**config.mk**
```make
export PLATFORM = sky130hd
export DESIGN_NAME = se_sram_srw_master
export DESIGN_NICKNAME = d
export VERILOG_FILES = /design/src/rtl/se_sram_srw_master_pkg.sv /design/src/rtl/se_sram_srw_master_rsp_fifo.sv /design/src/rtl/se_sram_srw_master.sv
export SDC_FILE = /design/constraint.sdc
export NUM_CORES = 1
export LEC_CHECK = 0
export ABC_CLOCK_PERIOD_IN_PS = 1500
export CAP_MARGIN = 40
export CORE_ASPECT_RATIO = 2
export CORE_MARGIN = 8
export CORE_UTILIZATION = 25
export CTS_CLUSTER_DIAMETER = 50
export CTS_CLUSTER_SIZE = 40
export DETAILED_ROUTE_END_ITERATION = 6
export GPL_TIMING_DRIVEN = 0
export PLACE_DENSITY = 0.56
export SYNTH_ARGS = -nofsm -noshare
export SYNTH_HDL_FRONTEND = slang
export SYNTH_SLANG_ARGS = --single-unit
export TNS_END_PERCENT = 5
```
**constraint.sdc**
```tcl
create_clock -name sram_clock -period 1.5 [get_ports sram_clock]
set_clock_uncertainty 0.1 [all_clocks]
set_input_delay 0.15 -clock sram_clock [delete_from_list [all_inputs] [get_ports sram_clock]]
set_output_delay 0.15 -clock sram_clock [all_outputs]
set_load 0.005 [all_outputs]
```
**src/rtl/se_sram_srw_master_pkg.sv**
```systemverilog
// se_sram_srw_master_pkg: shared sizing helpers for the SRAM master slice
package se_sram_srw_master_pkg;
  function automatic int clog2(input int n);
    int r;
    r = 0;
    while ((1 << r) < n) r++;
    return r;
  endfunction
  function automatic int ptr_width(input int depth);
    return depth > 1 ? clog2(depth) : 1;
  endfunction
endpackage

```
**src/rtl/se_sram_srw_master_rsp_fifo.sv**
```systemverilog
// se_sram_srw_master_rsp_fifo: in-order read response fifo, output holds last popped value when empty
module se_sram_srw_master_rsp_fifo
  import se_sram_srw_master_pkg::*;
#(
  parameter int DW = 8,
  parameter int DEPTH = 3,
  parameter int CW = clog2(DEPTH + 1)
) (
  input  logic          sram_clock,
  input  logic          sram_clock__enable,
  input  logic          reset_n,
  input  logic          push,
  input  logic [DW-1:0] push_data,
  input  logic          pop,
  output logic          valid,
  output logic [DW-1:0] data,
  output logic [CW-1:0] count
);
  localparam int PW = ptr_width(DEPTH);
  localparam logic [PW-1:0] LAST = PW'(DEPTH - 1);
  logic [DW-1:0] mem [DEPTH];
  logic [PW-1:0] rd_ptr, wr_ptr;
  logic [DW-1:0] last;
  assign valid = count != '0;
  assign data = valid ? mem[rd_ptr] : last;
  always_ff @(posedge sram_clock)
    if (!reset_n) begin
      rd_ptr <= '0;
      wr_ptr <= '0;
      count <= '0;
      last <= '0;
    end else if (sram_clock__enable) begin
      if (push) wr_ptr <= wr_ptr == LAST ? '0 : wr_ptr + 1'b1;
      if (pop) begin
        rd_ptr <= rd_ptr == LAST ? '0 : rd_ptr + 1'b1;
        last <= mem[rd_ptr];
      end
      count <= count + CW'(push) - CW'(pop);
    end
  always_ff @(posedge sram_clock)
    if (sram_clock__enable && push) mem[wr_ptr] <= push_data;
endmodule

```
**src/rtl/se_sram_srw_master.sv**
```systemverilog
// se_sram_srw_master: credit-gated request issue to a single-port SRAM with in-order read responses
module se_sram_srw_master
  import se_sram_srw_master_pkg::*;
#(
  parameter int ADDRESS_WIDTH = 16,
  parameter int DATA_WIDTH = 8,
  parameter int RSP_DEPTH = 3
) (
  input  logic                     sram_clock,
  input  logic                     sram_clock__enable,
  input  logic                     reset_n,
  input  logic                     req_valid,
  output logic                     req_ready,
  input  logic                     req_read_not_write,
  input  logic [ADDRESS_WIDTH-1:0] req_address,
  input  logic [DATA_WIDTH-1:0]    req_write_data,
  output logic                     sram_select,
  output logic                     sram_read_not_write,
  output logic                     sram_write_enable,
  output logic [ADDRESS_WIDTH-1:0] sram_address,
  output logic [DATA_WIDTH-1:0]    sram_write_data,
  input  logic [DATA_WIDTH-1:0]    sram_data_out,
  output logic                     rsp_valid,
  input  logic                     rsp_ready,
  output logic [DATA_WIDTH-1:0]    rsp_data
);
  localparam int CW = clog2(RSP_DEPTH + 1);
  localparam logic [CW:0] FULL = (CW + 1)'(RSP_DEPTH);
  logic          read_pending;
  logic [CW-1:0] fifo_count;
  logic [CW:0]   used;
  logic          accept;
  // Credit uses registered occupancy only, so rsp_ready never reaches req_ready.
  assign used = {1'b0, fifo_count} + (CW + 1)'(read_pending);
  assign req_ready = sram_clock__enable && reset_n && used < FULL;
  assign accept = req_valid && req_ready;
  assign sram_select = accept;
  assign sram_read_not_write = req_read_not_write;
  assign sram_write_enable = accept && !req_read_not_write;
  assign sram_address = req_address;
  assign sram_write_data = req_write_data;
  always_ff @(posedge sram_clock)
    if (!reset_n) read_pending <= 1'b0;
    else if (sram_clock__enable) read_pending <= accept && req_read_not_write;
  se_sram_srw_master_rsp_fifo #(
    .DW(DATA_WIDTH),
    .DEPTH(RSP_DEPTH),
    .CW(CW)
  ) u_rsp_fifo (
    .sram_clock(sram_clock),
    .sram_clock__enable(sram_clock__enable),
    .reset_n(reset_n),
    .push(read_pending),
    .push_data(sram_data_out),
    .pop(rsp_valid && rsp_ready && sram_clock__enable),
    .valid(rsp_valid),
    .data(rsp_data),
    .count(fifo_count)
  );
  always_ff @(posedge sram_clock)
    if (reset_n) assert (used <= FULL);
endmodule

```
### Word level (Yosys, flattened, before mapping)

Memories as Yosys holds them, arrays and structs flattened. A register that Yosys moved wholly into a read port is not among the register bits.
Index checks and enable logic that the tools add are counted.

* order comparisons: 1
* $add $sub $neg: 5
* eq/ne operators: 2
* mux-type cells: 7
* reductions and logical operators: 12

Operator list (number)
* logical AND 1 bit: 8
* two-way mux 2 bit: 4
* two-way mux 8 bit: 1
* adder 2 x 1 -> 2 bit, second input constant: 2
* equality test 2 bit, second input constant: 2
* AND reduction 2 bit: 2
* adder 2 x 1 -> 3 bit: 1
* < comparator 3 x 2 -> 1 bit, second input constant: 1
* adder 2 x 1 -> 2 bit: 1
* two-way mux 1 bit: 2
* nonzero test 2 bit: 1
* subtractor 2 x 1 -> 2 bit: 1
* zero test 1 bit: 1

* RAM bits: 24
* input port bits: 38
* memories: 1
* flip-flop bits (word level): 15

Memories
* u_rsp_fifo.mem: depth 3, bits a word 8, rd ports 1, clocked after Yosys merged registers in 1, write ports 1, RTL line se_sram_srw_master_rsp_fifo.sv:21 `logic [DW-1:0] mem [DEPTH];`

### Longest topological paths before layout

Gate-level depths: netlist (run 1).

* depth in word-level cells: 6
* gate-level depth with buffers: 8
* depth with buffers taken out: 8

### Cells and area by module

From an unflattened synthesis (run 1), not the netlist that was laid out.

* cell total of the unflattened synthesis: 178
* area total of the unflattened synthesis: 2069.5 um^2

Modules (own cells, without submodules)
* se_sram_srw_master_rsp_fifo: sequential area each 1041.0 um^2, instances 1, cells an instance 140, area an instance 1756.7 um^2
* se_sram_srw_master: sequential area each 20.0 um^2, instances 1, cells an instance 38, area an instance 312.8 um^2

### Least setup slack after synthesis (run 1)

No wires, ideal clock.

* path type: reg2reg
* start point: register read_pending
* end point: memory u_rsp_fifo.mem[2][0], enable pin
* path slack: -141 ps
* stages on the path, launching flop included: 3
* period minus slack after synthesis: 1641 ps
* arrival: 1156 ps
* cell sequence: dfxtp_1 nand2_1 nor3b_1

* cells in the longest elaborated chain, start to end: 3

Ends and longest elaborated chain
* start, declared: RTL line se_sram_srw_master.sv:29 `logic read_pending;`
* start signal, assigned: RTL line se_sram_srw_master.sv:44 `else if (sram_clock__enable) read_pending <= accept && req_read_not_write;`
* logical AND 1 bit: RTL line se_sram_srw_master_rsp_fifo.sv:41 `if (sram_clock__enable && push) mem[wr_ptr] <= push_data;`
* two-way mux 1 bit: RTL line se_sram_srw_master_rsp_fifo.sv:41
* two-way mux 1 bit (not written as such): RTL line se_sram_srw_master_rsp_fifo.sv:41
* end, declared: RTL line se_sram_srw_master_rsp_fifo.sv:21

Every way passes these cells.

### Worst setup path in the final report (run 1)

* start point: register u_rsp_fifo.count[0]
* end point: output sram_write_enable

* cells in the longest elaborated chain, start to end: 5

Ends and longest elaborated chain
* start, declared: RTL line se_sram_srw_master_rsp_fifo.sv:17 `output logic [CW-1:0] count`
* start signal, assigned: RTL line se_sram_srw_master_rsp_fifo.sv:38 `count <= count + CW'(push) - CW'(pop);`
* adder 2 x 1 -> 3 bit: RTL line se_sram_srw_master.sv:34 `assign used = {1'b0, fifo_count} + (CW + 1)'(read_pending);`
* < comparator 3 x 2 -> 1 bit: RTL line se_sram_srw_master.sv:35 `assign req_ready = sram_clock__enable && reset_n && used < FULL;`
* logical AND 1 bit: RTL line se_sram_srw_master.sv:35
* logical AND 1 bit: RTL line se_sram_srw_master.sv:36 `assign accept = req_valid && req_ready;`
* logical AND 1 bit: RTL line se_sram_srw_master.sv:39 `assign sram_write_enable = accept && !req_read_not_write;`
* end, declared: RTL line se_sram_srw_master.sv:19 `output logic sram_write_enable,`

Every way passes these cells.

==> results of run 1 <==
synthesized netlist by cell type (2+ instances only):
cell | number | area (µm²)
a211oi_1 | 8 | 60.1
inv_1 | 4 | 15.0
buf_2 | 3 | 15.0
o31ai_1 | 8 | 60.1
nand3_1 | 9 | 45.0
o21ai_0 | 7 | 35.0
and2b_1 | 2 | 15.0
and2_1 | 3 | 18.8
buf_4 | 27 | 203
o21a_1 | 2 | 15.0
dfxtp_1 | 17 | 340
nand3b_1 | 9 | 67.6
mux2i_1 | 2 | 20.0
ha_1 | 4 | 50.1
nor2b_1 | 15 | 93.8
edfxtp_1 | 24 | 721
nand2_1 | 15 | 56.3
nor3b_1 | 2 | 15.0
final timing paths:
path                               to  slack [ns]
setup / recovery    sram_write_enable       -0.39
hold / removal    u_rsp_fifo.count[1]        0.08
setup reg to reg  u_rsp_fifo.count[1]       -0.36
hold reg to reg    u_rsp_fifo.last[5]        0.36
registers in the layout, summed over array words and instances (netlist names), named ones only:
register / flops
read_pending: 1
u_rsp_fifo.count: 2
u_rsp_fifo.wr_ptr: 2
u_rsp_fifo.mem: 24
u_rsp_fifo.rd_ptr: 2
u_rsp_fifo.last: 8
routing by layer:
metal / track usage / part of all wire / up-vias
met3: 0.0325 / 0.10 / 13
met4: 0.0737 / 0.047 / 0
met1: 0.0576 / 0.29 / 683
met2: 0.166 / 0.57 / 68
met5: 0 / 0 / -
li1: - / - / 732
critical path, delay by kind of cell (launching register included):
kind	cells	cell delay, ns
buffers and inverters	2	0.30
AO/OA/AOI/OAI	1	0.10
flip-flops	1	0.36
adder cells (fa/ha/maj)	2	0.36
AND/OR/NAND/NOR	2	0.24
timing repair:
item	CTS	global route
pin swaps	10	5
buffers inserted	6	3
gates resized for setup	66	28
endpoints found under the setup margin	41	42
cloned	1	0
power breakdown:
part	internal (W)	switching [W]	total [W]
Clock	0.000787	0.000435	0.00122
Combinational	0.000188	0.000112	0.000300
Sequential	0.00120	0.00000897	0.00121
cells by family after synthesis:
logic type,Yosys count,synth area share
simple gates,60,0.178
flops,41,0.546
buf+inv,37,0.126
compound gates,31,0.110
fa+ha+maj,4,0.0258
mux,2,0.0103
xor+xnor,1,0.00451
final cells by class:
type | instances | area [µm²]
flip-flops and latches | 41 | 1070
well taps | 94 | 118
inverters | 5 | 23.8
plain buffers | 32 | 245
multi-input cells | 98 | 801
clock buffers | 5 | 125
fillers | 763 | 4590
clock inverters | 3 | 46.3
repair buffers | 60 | 517
metrics by stage:
| step | instance area, µm² | setup TNS [ns] |
|---|---|---|
| 2_1_floorplan | 1950 | -1.20 |
| 3_3_place_gp | 2560 | -28.38 |
| 3_5_place_dp | 2560 | -24.48 |
| 4_1_cts | 2870 | -8.08 |
| 5_1_grt | 2950 | -11.62 |
| 6_report | 2950 | -7.95 |
==> impl_results.md, run 1 <==
* RSZ-0062 raised after global routing: true
* Period minus WS final at ~1.9 ns
* Worst endpoint required time at 1.25 ns
* Antenna violations before repair at 0
* Vias in the first global route at around 1500
* Total CTS buffers at 5
* Synth async-reset ratio at 0
* Top FF cell, synth: edfxtp_1
* Final Setup Violations at 36
* Hold buffer count at cts at 0
* Sequential fraction of the synthesis area at 0.546
* Grt ovf at 0
* Gr usage total at 0.0854
* Largest net degree at the start of global routing at 15
* CTS HTree Levels at 2
* Boundary Pins at between 70 and 80
* Slew Viols, Final at 0
* Share of layout cells above drive strength 1 at 0.381
* # rows at 45
* Average size of a mapped cell at 11.0 µm²
* Highest clock rate at between 500 and 600 MHz
* Syn Nets at roughly 220
* Die H at about 140 µm
* Failing checks: setup timing
* Initial Util at 0.258
* I/O Buffers at 49
* Pre-antenna DRT Iters at 4
* Fin crit share at 1.26
* Post-synthesis cell area at 1940 µm²
* Synth-to-layout area growth at 51.8%
* Slew HR at 0.659
* Max-cap viol count at 0
* Drt total wl at about 4.8 mm
* Post-detailed-route count of antenna-violating nets at 0
* Final Net Count at about 290
* #FFs+latches synth at 41
* Hold_sp: reset_n
* Most frequent cells in the layout: clkdlybuf4s50_1 (36), buf_4 (35), edfxtp_1 (24)
* Synth warnings at 0
* Dpl ws at -0.718 ns
* Final hold slack at between 0.07 and 0.08 ns
* Critical path's most frequent cell: ha_4
* Setup CP Type: flip-flop to output port
* Commonest non-fill, non-tap cell in the layout: clkdlybuf4s50_1
* R2R cell count at 9
* Full die area at ~11000 µm²
* Distinct cells, synth at 33
* Final hold violations at 0
* Core Util, Final at 0.391
* Starting DRC count in detailed routing at 25
* Vias per inst at between 4 and 5
* ANT cells at 0
* CTS root buffer: clkbuf_16
* DIE WIDTH at 78.3 µm
* DR WL/cell at approximately 14 µm
* Core Footprint at roughly 7500 µm²
* Startpoint types: flip-flop
* Residual DRC at 0
* LEAKAGE at ~1.1 nW
* Gpl congestion at around 0.76
* Worst path cell trace: ha_4 -> ha_4 -> a21oi_2 -> nand3_1 -> buf_4 -> nor3b_2 -> buf_2
* PwrDens at a little over 900 nW/µm²
* DR vias at around 1500
* Final HPWL DP at 3.72 mm
* Clock tree from TritonCTS: yes
* Crit path launch: u_rsp_fifo.count[0]
* Worst-path clk slew at 0.06 ns
* Outcome: finished, violations left
* Hold path depth at 3
* Largest stage delay on the critical path at 0.36 ns
* Hold Crit Class: primary input to flip-flop
* Crit end category: output port
* First-pass GRT wire length at between 7 and 8 mm
* Finished Layout Cells at between 300 and 400
* Crit Path Max Fanout at 3
* Longest Clk Path Bufs at 2
* Max VDD drop at 0.494 mV
* Clock sink total at 41
* Critical path's slowest cell: dfxtp_4
* Synthesized instance count at ~180
* Number of synthesized flops with an enable pin at 24
* Total power at about 0.0027 W
* Worst-Skew Late Latency at 0.28 ns
* Reg2reg start: u_rsp_fifo.count[0]
* Setup WS post-layout at -0.388 ns
* Worst-margin pin slew at slightly above 0.5 ns
* Cell count after placement at between 300 and 400
* Worst path arrival time at around 1.6 ns
No activity file was read; power rests on OpenSTA's default activity.
==> run 2: changes to the inputs <==
--- a/config.mk
+++ b/config.mk
@@ -15,6 +15,7 @@
 export DETAILED_ROUTE_END_ITERATION = 6
 export GPL_TIMING_DRIVEN = 0
 export PLACE_DENSITY = 0.56
+export REMOVE_ABC_BUFFERS = 1
 export SYNTH_ARGS = -nofsm -noshare
 export SYNTH_HDL_FRONTEND = slang
 export SYNTH_SLANG_ARGS = --single-unit
==> impl_results.md, run 2 (synthesized netlist as in run 1, its figures left out) <==
* Clock tree from TritonCTS: yes
* Initial Util at 0.258
* Setup WS post-layout at -0.499 ns
* Worst path cell trace: nor2_4 -> buf_4 -> o31ai_1 -> clkdlybuf4s50_1
* Final Setup Violations at 14
* Pre-antenna DRT Iters at 4
* Largest net degree at the start of global routing at 26
* Core Util, Final at 0.328
* Critical path depth at 4
* Worst path arrival time at roughly 1.8 ns
* DR vias at 1302
* RSZ-0062 raised after global routing: true
* Crit path launch: u_rsp_fifo.count[1]
* Gpl congestion at between 0.7 and 0.8
* Post-detailed-route count of antenna-violating nets at 0
* CP bufs+invs at 2
* Worst-Skew Late Latency at about 0.28 ns
* Reg2reg start: u_rsp_fifo.count[0]
* Worst-path clk slew at ~0.060 ns
* Commonest non-fill, non-tap cell in the layout: edfxtp_1
* Failing checks: setup timing
* Critical path's slowest cell: clkdlybuf4s50_1
* Biggest register: u_rsp_fifo.mem
* Slew HR at 0.415
* Seq pwr share at 0.501
* Crit end category: output port
* DR WL/cell at about 15 µm
* Fin crit share at 1.33
* Hold_sp: req_address[6]
* Vias in the first global route at approximately 1300
* Outcome: finished, violations left
* FF-to-FF End: u_rsp_fifo.count[1]
* Slew Viols, Final at 0
* I/O Buffers at 26
* Hold Crit Class: primary input to output port
* Setup CP Type: flip-flop to output port
* Gr usage total at 0.0819
* Clock share of power at 0.429
* Total power at about 0.0024 W
* Dpl ws at -1.10 ns
* Die H at between 100 and 150 µm
* Share of layout cells above drive strength 1 at 0.279
* Synth-to-layout area growth at 27.4%
* NetSw at slightly above 0.0005 W
* Max-cap viol count at 0
* CP top delay family: buffers and inverters
* Vias per inst at approximately 4.6
* Most frequent cells in the layout: edfxtp_1 (24), nor2b_1 (14), nand2_1 (14)
* Largest regs: u_rsp_fifo.mem (24), u_rsp_fifo.last (8)
* Antenna violations before repair at 0
* Largest stage delay on the critical path at around 0.56 ns
* Starting DRC count in detailed routing at 29
* Residual DRC at 0
* CTS HTree Levels at 2
* Final hold slack at 0.200 ns
* Period minus WS final at between 1.5 and 2 ns
* ANT cells at 0
* Hold buffer count at cts at 0
* Worst endpoint required time at ~1.3 ns
* Startpoint types: flip-flop
* Max VDD drop at roughly 0.47 mV
* Sw Share at 0.210
* R2R cell count at 9
* CTS root buffer: clkbuf_16
* Reg2reg setup slack at -0.33 ns
* Critical path destination: rsp_data[3]
* Final hold violations at 0
* Clock sink total at 41
* Core Footprint at approximately 7500 µm²
* Boundary Pins at 75
* Total CTS buffers at 5
* Highest clock rate at 500 MHz
* Max reg flops at 24
* Crit Path Max Fanout at 10
* # rows at 45
* Fillers at 800
* Combinational share of power at 0.070
* LEAKAGE at about 0.88 nW
* Drt total wl at between 4 and 5 mm
* Worst-margin pin slew at 0.877 ns
* First-pass GRT wire length at 6.90 mm
* PwrDens at 972 nW/µm²
* Final Net Count at between 200 and 250
* P_int at around 0.0019 W
* Grt ovf at 0
* Longest Clk Path Bufs at 2
* Full die area at approximately 11000 µm²
* DIE WIDTH at just under 80 µm
* Final HPWL DP at between 3 and 4 mm
-- run 2: changes by cell type in the layout (fill, tap and decap cells not counted), moves of 3 or more --
cell,before,now
a211oi_1,1,5
a211oi_2,7,3
buf_4,35,9
buf_2,11,5
o31ai_1,2,5
clkdlybuf4s50_1,36,13
-- run 2: stage by stage --
stage / cells / setup TNS [ns] / cell area [µm²]
global placement: 264 / -39.57 / 2100
finish: 284 / -3.73 / 2480
floorplan: 144 / -2.67 / 1720
detailed placement: 267 / -29.50 / 2110
CTS: 281 / -5.46 / 2430
global route: 284 / -5.40 / 2480
-- run 2: worst min path at each step --
stage,to,slack (ns),cells past startpoint
finish,sram_address[6],0.20,0
global route,sram_address[13],0.20,0
CTS,sram_address[13],0.20,0
detailed placement,sram_address[13],0.20,0
global placement,sram_address[13],0.20,0
floorplan,read_pending,0.14,1
-- run 2: layer usage --
layer | up-vias | share of wire | GRT usage
met1 | 622 | 0.37 | 0.0762
met3 | 7 | 0.091 | 0.0427
met2 | 52 | 0.52 | 0.135
li1 | 621 | - | -
met4 | 0 | 0.025 | 0.0531
met5 | - | 0 | 0.00498
-- run 2: power groups by stage --
stage	logic, W	registers, W	clock network [W]
finish	0.000168	0.00121	0.00103
CTS	0.000167	0.00121	0.00106
global route	0.000185	0.00121	0.00110
detailed placement	0.000146	0.00123	0
global placement	0.000141	0.00123	0
floorplan	0.0000471	0.00123	0
-- run 2: layout make-up --
class | count | area, µm² | share of cell area
timing repair buffer | 38 | 332 | 0.134
multi-input combinational | 98 | 782 | 0.316
tap | 94 | 118 | 0.0475
clock inverter | 2 | 15.0 | 0.00606
sequential | 41 | 1080 | 0.436
clock buffer | 6 | 129 | 0.0520
inverter | 5 | 21.3 | 0.00859
-- run 2: what timing repair did --
action | 4_1_cts | 5_1_grt
pin swaps | 10 | 5
gates cloned | 0 | 0
resized for setup | 55 | 19
setup buffers | 6 | 3
setup endpoints to repair | 53 | 30
